===== src/rtl/transmission_8.sv =====
// Registered 8-channel single-wire transmission: an 8:1 mux feeds an active-low
// 1:8 demux over one shared line, with a single output register stage.
module transmission_8 (
    input  logic       clk,
    input  logic       rst_n,
    input  logic [7:0] iData,
    input  logic       A,
    input  logic       B,
    input  logic       C,
    output logic [7:0] oData
);

    logic [2:0] sel;
    logic       line;
    logic [7:0] nextData;

    assign sel  = {A, B, C};
    assign line = iData[sel];

    // 74x138-style decode: only the selected output follows the line, the rest idle high.
    always_comb begin
        nextData = 8'hFF;
        for (int k = 0; k < 8; k++) begin
            if (sel == 3'(k)) begin
                nextData[k] = line;
            end
        end
    end

    always_ff @(posedge clk) begin
        if (!rst_n) begin
            oData <= 8'hFF;
        end else begin
            oData <= nextData;
        end
    end

endmodule


===== config.mk =====
export PLATFORM = sky130hd
export DESIGN_NAME = transmission_8
export DESIGN_NICKNAME = d
export VERILOG_FILES = /design/src/rtl/transmission_8.sv
export SDC_FILE = /design/constraint.sdc
export NUM_CORES = 1
export LEC_CHECK = 0
export CAP_MARGIN = 20
export CORE_AREA = 3 3 40 42
export DETAILED_ROUTE_END_ITERATION = 12
export DIE_AREA = 0 0 43 45
export GPL_ROUTABILITY_DRIVEN = 0
export GPL_TIMING_DRIVEN = 0
export SYNTH_ARGS = -nofsm -noshare
export SYNTH_HDL_FRONTEND = slang
export SYNTH_SLANG_ARGS = --single-unit

===== constraint.sdc =====
create_clock -name clk -period 2.4 [get_ports clk]
set_clock_uncertainty 0.05 [all_clocks]
set_input_delay 0.36 -clock clk [delete_from_list [all_inputs] [get_ports clk]]
set_output_delay 0.36 -clock clk [all_outputs]
set_load 0.01 [all_outputs]

Word-level counts from Yosys, hierarchy flattened
Index checks and enable logic that the tools add are counted.
{"block": "classes", "n_eq_ne": 7, "mux": 2, "magnitude_cmp": 1, "n_reduce_logical": 9}
{"op": "$reduce_and 2->1", "count": 8}
{"op": "$eq 3x3->1 const B", "count": 4}
{"op": "$eq 3x2->1 const B", "count": 2}
{"op": "$lt 3x4->1 const B", "count": 1}
{"op": "$bmux 1 s3", "count": 1}
{"op": "$eq 3x1->1 const B", "count": 1}
{"op": "$logic_not 3->1", "count": 1}
{"op": "$mux 1", "count": 1}
{"block": "word_totals", "output_inout_bits": 8, "inputBits": 13, "elab_cells": 27, "ff_bits": 8}

Depth between registers and ports, before layout
{"block": "logic_depth", "ltp_word": 2, "mapped_depth": 2, "ltp_nobuf": 2}

Worst setup path before layout
OpenSTA, ideal clock, no wires.
{"block": "synth_path", "path_kind": "input to register", "startpoint": "input port A", "endpoint": "register oData[0]", "n_path_buf": 0, "required_ps": 2216, "setup_slack_ps": 1339, "cell_stages": 2, "arrival_ps": 876, "setup_time_ps": 134, "cell_sequence": "nand2b_1 -> or4_1"}
{"block": "synth_via", "elab_chain_cells": 2, "elab_cells_between_ends": 4, "cone_classes": "mux: 2; reduce/logical: 2"}
{"element": "start, declared", "line_no": "7", "rtl": "input logic A,"}
{"element": "$bmux 1 s3 / $logic_not 3->1 (equally long branches)", "line_no": "18, 24"}
{"element": "$mux 1 (not written as such) / $reduce_and 2->1 (equally long branches)"}
{"element": "end signal, assigned", "line_no": "34", "rtl": "oData <= nextData;"}
{"element": "end, declared", "line_no": "10", "rtl": "output logic [7:0] oData"}
Several ways; a longest one is shown, not always the timed one. The select of a mux whose other input is x is not followed.
A chain may end at the register's enable or synchronous reset.

Final worst setup path
{"block": "layout_path", "startpoint": "register oData[0]", "endpoint": "output port oData[0]"}
No word-level cell between the ends.

==> flow_summary.yaml <==
run_status:
  status: "completed"
final_layout:
  largest_register_ffs: 8
  num_antenna_cells: 0
  final_nets: 59
  reg.largest.list: "oData: 8 flops"
  drive_gt1_share_pct: 6.82
  fin_area_um2: 480
  final_common_cell: "clkdlybuf4s50_1"
  top_register: "oData"
  area_growth_pct: 101
  fin_cells: 59
  layout_common_cells: "clkdlybuf4s50_1, dfxtp_1, or3_1"
synthesis:
  synth_warnings: 0
  synth_fp_nets: 34
  synth_area_um2: 239
  synth.distinct_cells: 5
  avgSynthCellArea_um2: 11.4
  syn_inst: 21
  ys_ff_latch: 8
  ys_seq_area_share_pct: 67.0
critical_path:
  slowest_delay_ps: 530
  slowest_stage: "clkdlybuf4s50_1"
  criticalPathCategory: "register to output pin"
  critPathLaunchType: "register"
  required_ps: 1990
  worstPathMaxFanout: 1
  crit_family: "buffers and inverters"
  worstPathArrival_ps: 1090
  path_cells: "clkdlybuf4s50_1"
  endpoint_kind: "output pin"
  critPathBufInv: 1
sta:
  worst_slew_pin_slew_ps: 146
  slew_headroom_pct: 90.2
  setup_violations: 0
  min_period_over_period_pct: 62.7
  tns_ps: 0
  finalHoldViolations: 0
  maxSlewViolCount: 0
  max_freq_ghz: 0.665
  fin_crit_ps: 1500
  postLayoutSetupSlackWorst_ps: 896
  rsz0062_at_grt: "false"
floorplan:
  initial_core_util_pct: 18.6
  coreArea_mm2: 0.00128
  ios: 21
  rows: 13
  fp.dieH_um: 45
  die_area_mm2: 0.00194
  die_x_um: 43
power:
  power_frac_clock_pct: 37.3
  leakage_nw: 0.177
  switching_power_w: 0.0000517
  power_density_mw_per_mm2: 556
  pwr-share-comb_pct: 11.9
  internal_power_w: 0.000215
  swShare_pct: 19.4
  power_w: 0.000267
  ir_worst_vdd_mv: 0.158
  p_seq_share_pct: 50.9
global_route:
  grt_pass1_vias: 221
  grt_use_total_pct: 7.60
  grt_pass1_wl_um: 959
  grt_max_degree: 6
  grt_overflow: 0
  antenna_found_initial: 0
cts:
  cts_buffers: 3
  cts_sinks: 8
  post-cts-setup-buffers: 0
  htree_levels: 1
  ctsHoldBuffers: 0
  cts_resized: 0
  clockBufferDepth: 2
  tritoncts: "yes"
  root_buffer: "clkbuf_4"
  clkTransAtPathRegs_ps: 50
placed_design:
  placed_cell_area_um2: 458
  dp.cells: 56
  place_ws_ps: 858
  port_buffers: 20
job:
  drv_cap: 0
route:
  routed_via_density: 3.97
  dr.pass1.iters: 1
  wl_per_cell_um: 10.2
  wl_um: 603
  ant_nets: 0
  vias: 234
  drtIter0Drc: 0
  drc: 0
hold_path:
  hold_class: "primary input to register"
[final cells by class]
| class | count | area (um^2) |
|---|---|---|
| clock buffers | 3 | 22.5 |
| fillers | 157 | 805 |
| multi-input cells | 13 | 78.8 |
| flip-flops and latches | 8 | 160 |
| well taps | 15 | 18.8 |
| repair buffers | 20 | 200 |
[final timing paths]
check / start / to / cells after the start
worst max-delay path: oData[0]$_SDFF_PN1_ / oData[0] / 1
worst min-delay path: iData[4] / oData[4]$_SDFF_PN1_ / 2
[synthesized netlist by cell type (all sizes together)]
master  count  area share [%]
dfxtp       8              67
nand2       2             3.1
nand2b      3             7.9
or3         6              16
or4         2             6.3
[layer usage]
metal,track usage [%],up-vias,part of all wire [%]
met5,0,-,0
met4,9.04,0,1.0
met3,3.19,2,15
met2,7.19,21,32
met1,10.7,90,52
li1,-,121,-
[through the flow]
| stage | utilization [%] | hold slack, ps |
|---|---|---|
| after floorplan | - | 414 |
| after global placement | 35.6 | 880 |
| after detailed placement | 35.6 | 877 |
| after CTS | 37.4 | 614 |
| after global routing | 37.4 | 631 |
| final | 37.4 | 624 |
[logic make-up (layout without fill, tap and decap cells)]
| group | count (synthesis) | in the layout | synth area share [%] |
|---|---|---|---|
| flip-flops | 8 | 8 | 67.0 |
| AND/OR/NAND/NOR | 13 | 13 | 33.0 |
| buffers and inverters | 0 | 23 | 0 |
[power by group through the flow]
| stage | sequential, W | clock (W) | combinational (W) |
|---|---|---|---|
| finish | 0.000136 | 0.0000995 | 0.0000317 |
| floorplan | 0.000140 | 0 | 0.00000458 |
| detailed placement | 0.000139 | 0 | 0.0000319 |
| global route | 0.000136 | 0.000108 | 0.0000342 |
| global placement | 0.000139 | 0 | 0.0000320 |
| CTS | 0.000136 | 0.000106 | 0.0000320 |
Power figures use the tool's default switching activity.
